--- config.mk ---
export PLATFORM = sky130hd
export DESIGN_NAME = display_fx_controller_flat
export DESIGN_NICKNAME = d
export VERILOG_FILES = /design/src/rtl/display_fx_controller_if.sv /design/src/rtl/display_fx_controller.sv /design/src/flat_wrapper.sv
export SDC_FILE = /design/constraint.sdc
export NUM_CORES = 1
export LEC_CHECK = 0
export CELL_PAD_IN_SITES_DETAIL_PLACEMENT = 0
export CELL_PAD_IN_SITES_GLOBAL_PLACEMENT = 1
export CORE_MARGIN = 2
export CORE_UTILIZATION = 30
export CTS_CLUSTER_SIZE = 40
export DETAILED_ROUTE_END_ITERATION = 10
export HOLD_SLACK_MARGIN = 0.06
export PLACE_DENSITY_LB_ADDON = 0.1
export SLEW_MARGIN = 5
export SYNTH_ARGS = -nofsm -noshare
export SYNTH_HDL_FRONTEND = slang
export SYNTH_SLANG_ARGS = --single-unit
--- constraint.sdc ---
create_clock -name scan_clk -period 3.15 [get_ports scan_clk]
set_clock_uncertainty 0.05 [all_clocks]
set_input_delay 0.63 -clock scan_clk [delete_from_list [all_inputs] [get_ports scan_clk]]
set_output_delay 0.63 -clock scan_clk [all_outputs]
set_load 0.02 [all_outputs]
--- src/rtl/display_fx_controller_if.sv ---
// Command port between game logic and the LED-matrix effects controller.
// The master side issues cursor/flash commands; the slave side accepts them.
interface display_fx_controller_if;
    logic       cmd_valid;
    logic       cmd_ready;
    logic [1:0] cmd_op;
    logic [5:0] cmd_pos;
    logic       cmd_color;
    logic [3:0] cmd_count;
    logic       flash_abort;

    modport master (
        output cmd_valid,
        output cmd_op,
        output cmd_pos,
        output cmd_color,
        output cmd_count,
        output flash_abort,
        input  cmd_ready
    );

    modport slave (
        input  cmd_valid,
        input  cmd_op,
        input  cmd_pos,
        input  cmd_color,
        input  cmd_count,
        input  flash_abort,
        output cmd_ready
    );
endinterface

--- src/rtl/display_fx_controller.sv ---
// Flicker clock generator and screen-flash / cursor-flicker sequencer for the
// 8x8 bicolour LED matrix scanner; all outputs are registered in scan_clk.
module display_fx_controller #(
    parameter int FLICKER_DIV = 64,
    parameter int DIV_W       = 8
) (
    input  logic                      scan_clk,
    input  logic                      rst_n_,
    display_fx_controller_if.slave    cmd,
    output logic                      flicker_clk,
    output logic                      screen_flicker_en,
    output logic                      point_flicker_en,
    output logic [5:0]                point_flicker_pos,
    output logic                      point_flicker_color,
    output logic                      busy,
    output logic                      flash_done
);

    typedef enum logic [1:0] {
        ST_IDLE       = 2'b00,
        ST_FLASH_SYNC = 2'b01,
        ST_FLASH      = 2'b10
    } state_e;

    localparam logic [1:0]       OP_NOP        = 2'b00;
    localparam logic [1:0]       OP_CURSOR_SET = 2'b01;
    localparam logic [1:0]       OP_CURSOR_OFF = 2'b10;
    localparam logic [1:0]       OP_FLASH      = 2'b11;
    localparam logic [DIV_W-1:0] DIV_LAST      = DIV_W'(FLICKER_DIV - 1);

    state_e           state_q, state_d;
    logic [DIV_W-1:0] div_cnt_q, div_cnt_d;
    logic             flicker_clk_q, flicker_clk_d;
    logic [3:0]       remaining_q, remaining_d;
    logic             cursor_en_q, cursor_en_d;
    logic [5:0]       pos_q, pos_d;
    logic             color_q, color_d;
    logic             screen_q, screen_d;
    logic             point_q, point_d;
    logic             busy_q, busy_d;
    logic             done_q, done_d;

    logic             cmd_ready;
    logic             accept;
    logic             div_wrap;
    logic             rise_evt;

    assign cmd_ready     = (state_q == ST_IDLE);
    assign cmd.cmd_ready = cmd_ready;

    always_comb begin
        div_wrap      = (div_cnt_q == DIV_LAST);
        div_cnt_d     = div_wrap ? '0 : div_cnt_q + 1'b1;
        flicker_clk_d = flicker_clk_q ^ div_wrap;
        rise_evt      = div_wrap && !flicker_clk_q;
        accept        = cmd.cmd_valid && cmd_ready;

        state_d     = state_q;
        remaining_d = remaining_q;
        cursor_en_d = cursor_en_q;
        pos_d       = pos_q;
        color_d     = color_q;
        screen_d    = screen_q;
        done_d      = 1'b0;

        case (state_q)
            ST_IDLE: begin
                if (accept) begin
                    case (cmd.cmd_op)
                        OP_NOP: ;
                        OP_CURSOR_SET: begin
                            cursor_en_d = 1'b1;
                            pos_d       = cmd.cmd_pos;
                            color_d     = cmd.cmd_color;
                        end
                        OP_CURSOR_OFF: cursor_en_d = 1'b0;
                        OP_FLASH: begin
                            if (cmd.cmd_count == 4'd0) begin
                                done_d = 1'b1;
                            end else begin
                                remaining_d = cmd.cmd_count;
                                state_d     = ST_FLASH_SYNC;
                            end
                        end
                        default: ;
                    endcase
                end
            end
            ST_FLASH_SYNC: begin
                if (cmd.flash_abort) begin
                    screen_d = 1'b0;
                    state_d  = ST_IDLE;
                end else if (rise_evt) begin
                    screen_d = 1'b1;
                    state_d  = ST_FLASH;
                end
            end
            ST_FLASH: begin
                // Each flash closes on a flicker_clk rise, so the enable spans whole red+green periods.
                if (cmd.flash_abort) begin
                    screen_d = 1'b0;
                    state_d  = ST_IDLE;
                end else if (rise_evt) begin
                    if (remaining_q > 4'd1) begin
                        remaining_d = remaining_q - 1'b1;
                    end else begin
                        remaining_d = 4'd0;
                        screen_d    = 1'b0;
                        done_d      = 1'b1;
                        state_d     = ST_IDLE;
                    end
                end
            end
            default: begin
                screen_d = 1'b0;
                state_d  = ST_IDLE;
            end
        endcase

        // Cursor stays dark from the edge the flash starts until one cycle after it ends.
        point_d = cursor_en_d && !screen_d && !screen_q;
        busy_d  = (state_d == ST_FLASH_SYNC) || (state_d == ST_FLASH);
    end

    always_ff @(posedge scan_clk or negedge rst_n_) begin
        if (!rst_n_) begin
            state_q       <= ST_IDLE;
            div_cnt_q     <= '0;
            flicker_clk_q <= 1'b0;
            remaining_q   <= 4'd0;
            cursor_en_q   <= 1'b0;
            pos_q         <= 6'd0;
            color_q       <= 1'b0;
            screen_q      <= 1'b0;
            point_q       <= 1'b0;
            busy_q        <= 1'b0;
            done_q        <= 1'b0;
        end else begin
            state_q       <= state_d;
            div_cnt_q     <= div_cnt_d;
            flicker_clk_q <= flicker_clk_d;
            remaining_q   <= remaining_d;
            cursor_en_q   <= cursor_en_d;
            pos_q         <= pos_d;
            color_q       <= color_d;
            screen_q      <= screen_d;
            point_q       <= point_d;
            busy_q        <= busy_d;
            done_q        <= done_d;
        end
    end

    assign flicker_clk         = flicker_clk_q;
    assign screen_flicker_en   = screen_q;
    assign point_flicker_en    = point_q;
    assign point_flicker_pos   = pos_q;
    assign point_flicker_color = color_q;
    assign busy                = busy_q;
    assign flash_done          = done_q;

endmodule

--- src/flat_wrapper.sv ---
// flat-port wrapper written by rule: the top's interface ports become plain ports
module display_fx_controller_flat 
#(
    parameter int FLICKER_DIV = 64,
    parameter int DIV_W       = 8
)
  (scan_clk, rst_n_, flicker_clk, screen_flicker_en, point_flicker_en, point_flicker_pos, point_flicker_color, busy, flash_done, cmd_cmd_valid, cmd_cmd_op, cmd_cmd_pos, cmd_cmd_color, cmd_cmd_count, cmd_flash_abort, cmd_cmd_ready);
  display_fx_controller_if cmd_i ();
  input  logic scan_clk;
  input  logic rst_n_;
  output logic flicker_clk;
  output logic screen_flicker_en;
  output logic point_flicker_en;
  output logic [5:0] point_flicker_pos;
  output logic point_flicker_color;
  output logic busy;
  output logic flash_done;
  input wire logic [$bits(cmd_i.cmd_valid)-1:0] cmd_cmd_valid;
  input wire logic [$bits(cmd_i.cmd_op)-1:0] cmd_cmd_op;
  input wire logic [$bits(cmd_i.cmd_pos)-1:0] cmd_cmd_pos;
  input wire logic [$bits(cmd_i.cmd_color)-1:0] cmd_cmd_color;
  input wire logic [$bits(cmd_i.cmd_count)-1:0] cmd_cmd_count;
  input wire logic [$bits(cmd_i.flash_abort)-1:0] cmd_flash_abort;
  output wire logic [$bits(cmd_i.cmd_ready)-1:0] cmd_cmd_ready;
  assign cmd_i.cmd_valid = cmd_cmd_valid;
  assign cmd_i.cmd_op = cmd_cmd_op;
  assign cmd_i.cmd_pos = cmd_cmd_pos;
  assign cmd_i.cmd_color = cmd_cmd_color;
  assign cmd_i.cmd_count = cmd_cmd_count;
  assign cmd_i.flash_abort = cmd_flash_abort;
  assign cmd_cmd_ready = cmd_i.cmd_ready;
  display_fx_controller #(.FLICKER_DIV(FLICKER_DIV), .DIV_W(DIV_W)) u_core (.scan_clk(scan_clk), .rst_n_(rst_n_), .cmd(cmd_i), .flicker_clk(flicker_clk), .screen_flicker_en(screen_flicker_en), .point_flicker_en(point_flicker_en), .point_flicker_pos(point_flicker_pos), .point_flicker_color(point_flicker_color), .busy(busy), .flash_done(flash_done));
endmodule
==> results.ini <==
[status]
status=completed

[timing]
min_period_ns=2.59
setup_viol_count_final=0
period_share=0.822
tightest_slew_ns=0.552
holdWs_ns=0.421
fmax_mhz=386
rsz0062_at_grt=no
fin_setup_tns_ns=0
slew_headroom=0.627
final_max_slew_viol_count=0
hold_viol=0

[clocking]
clock_sinks=27
numCtsBuffers=3
htreeDepth=1
cts_tree=done
cts_resized=0
cts_root_buffer=clkbuf_8
clkLatencyLatePin_ns=0.27
hold_buffers=0
cts_setup_buffers=0
cts_buffer_depth=2
path_clk_slew_ns=0.09

[critical_path]
critical_path_class=register to register
cp_cell_sequence=ha_1 > and3_1 > nand3_1 > nor3_1 > ha_1 > nor4bb_1 > nand2_1 > a222oi_1 > o22ai_1
max_stage_delay_ns=0.53
critPathBufInv=0
crit_family=simple AND/OR/NAND/NOR gates
cpMostUsedCell=ha_1
r2r_end=u_core.remaining_q[2]$_DFFE_PN0P_
crit_slowest_cell=nor4bb_1
crit_path_max_fanout=4
regToRegStartpoint=u_core.div_cnt_q[0]$_DFF_PN0_
critPathArrivalTime_ns=2.67
reg2reg_depth=9
rrSetupSlack_ns=0.56
cp-end-kind=register
setup.worst_path.start_class=register
worstPathRequired_ns=3.23

[logic_synthesis]
ys_seq_area_frac=0.518
syn-cell-area_mm2=0.00131
ys_warn_count=0
synth_xor_area_frac=0.0336
ys_ff_latch=27
yosys.area_share.adder=0.0671
syn_inst=119
synthMuxAreaShare=0.0844
synth_nets=143
synth-compound-area-share=0.0959
synth_area_per_cell_um2=11.0
synth_top_family_by_area=simple AND/OR/NAND/NOR gates
synthSimpleGateAreaFrac=0.170
ys_types=33

[floorplan]
die_w_um=70.0
num_rows=23
coreArea_mm2=0.00409
ios=30
fp.dieH_um=70.0
die_area_mm2=0.00489
initial_core_util=0.319

[detailed_routing]
drt_iter0_markers=41
via_per_inst=4.90
wl_per_cell_um=12.7
wirelength_um=2560
first_pass_iters=5
drc=0
dr_total_vias=985
antenna_left=0

[layout]
nets=176
multi_input_area_um2=588
final_cell_mix=29 x clkdlybuf4s50_1, 27 x dfrtp_1, 10 x nor2_1
area_delta_synth_final_pct=30.8
drive_gt1_frac=0.106
seqCellArea_um2=676
nFillCells=402
layout_commonest_cell=clkdlybuf4s50_1
diodes=0

[pwr]
peakVddDrop_v=0.000215
cellLeakagePower_uw=0.000746
p_per_area_mw_per_mm2=471

[placement]
place_hpwl_um=1970
gp_congestion=0.746
io_buffers=29

[min_path]
min_to=u_core.point_flicker_en$_DFF_PN0_
hold_class=register to register
min_from=u_core.screen_flicker_en$_DFF_PN0_
holdPathStages=1

[global_routing]
antenna_found_initial=0
grt_use_total=0.112
overflow=0
grt_max_degree=28
grt_pass1_wl_um=4450
grt_pass1_vias=954

[run]
cap_violations=0

sequential cells by signal, summed over array words and instances (netlist names), 2 cells and up:
name,flops
u_core.point_flicker_pos,6
u_core.div_cnt_q,8
u_core.remaining_q,4
u_core.state_q,2
Yosys cell counts:
| cell type | count | area [um2] |
|---|---|---|
| ha_1 | 7 | 87.6 |
| a22oi_1 | 2 | 15.0 |
| o31a_1 | 1 | 8.76 |
| dfrtp_1 | 27 | 676 |
| o41ai_1 | 1 | 8.76 |
| inv_1 | 7 | 26.3 |
| a21oi_1 | 6 | 30.0 |
| nor4b_1 | 1 | 8.76 |
| a41oi_1 | 1 | 8.76 |
| or4_1 | 1 | 7.51 |
| o22ai_1 | 1 | 6.26 |
| nand3_1 | 6 | 30.0 |
| xnor2_1 | 2 | 17.5 |
| a222oi_1 | 1 | 10.0 |
| mux2i_1 | 2 | 20.0 |
| or2_2 | 1 | 6.26 |
| nor3b_1 | 1 | 7.51 |
| o21ai_0 | 3 | 15.0 |
| or4_4 | 1 | 11.3 |
| nand4_1 | 2 | 12.5 |
| a211oi_1 | 1 | 7.51 |
| xor2_1 | 3 | 26.3 |
| nor4bb_1 | 1 | 10.0 |
| nor3_1 | 1 | 5.00 |
| nor2_1 | 10 | 37.5 |
| and2_1 | 2 | 12.5 |
| nand2b_1 | 2 | 12.5 |
| buf_2 | 3 | 15.0 |
| and3_1 | 3 | 18.8 |
| nor2b_1 | 3 | 18.8 |
| a21o_1 | 2 | 15.0 |
| nand2_1 | 6 | 22.5 |
| mux2_2 | 8 | 90.1 |
report_power, final:
part | leakage [uW] | internal [uW] | switching [uW]
clock | 0.0000217 | 89.6 | 105
sequential | 0.000335 | 386 | 21.2
combinational | 0.000390 | 105 | 96.3
stage by stage:
step           area (um2)   util  power [uW]  instances  worst slack (ns)
6_report             1710  0.418         804        201             0.561
5_1_grt              1710  0.418         852        201             0.226
4_1_cts              1710  0.418         819        201             0.547
3_5_place_dp         1660  0.406         618        197             0.566
3_3_place_gp         1660  0.406         617        197             0.715
2_1_floorplan        1310      -         519        119             0.668
final cells by class:
class,instances,share of cell area
flip-flops and latches,27,0.396
clock buffers,3,0.0242
inverters,7,0.0154
repair buffers,31,0.179
well taps,50,0.0367
clock inverters,1,0.00440
multi-input cells,82,0.345
per-layer routing:
| layer | GRT usage | up-vias | routed length (um) |
|---|---|---|---|
| li1 | - | 487 | - |
| met1 | 0.153 | 466 | 1200 |
| met2 | 0.175 | 30 | 1190 |
| met3 | 0.0375 | 2 | 160 |
| met4 | 0.0192 | 0 | 8 |
| met5 | 0 | - | 0 |
worst max-delay path by stage:
stage	cells after the start	slack (ns)	end	start
after CTS	9	0.55	u_core.remaining_q[2]$_DFFE_PN0P_	u_core.div_cnt_q[0]$_DFF_PN0_
after global placement	9	0.71	u_core.remaining_q[2]$_DFFE_PN0P_	u_core.div_cnt_q[0]$_DFF_PN0_
after global routing	9	0.23	u_core.remaining_q[2]$_DFFE_PN0P_	u_core.div_cnt_q[0]$_DFF_PN0_
after floorplan	9	0.67	u_core.remaining_q[2]$_DFFE_PN0P_	u_core.div_cnt_q[0]$_DFF_PN0_
after detailed placement	9	0.57	u_core.remaining_q[2]$_DFFE_PN0P_	u_core.div_cnt_q[0]$_DFF_PN0_
final	9	0.56	u_core.remaining_q[2]$_DFFE_PN0P_	u_core.div_cnt_q[0]$_DFF_PN0_
kinds of logic (layout without fill, tap and decap cells):
logic type	Yosys count	after routing
XOR/XNOR	5	5
AND/OR/NAND/NOR	41	41
AO/OA/AOI/OAI	19	19
adder cells (fa/ha/maj)	7	7
buffers and inverters	10	42
flip-flops	27	27
multiplexers	10	10
Note: power is estimated with default switching activity, not from simulation.
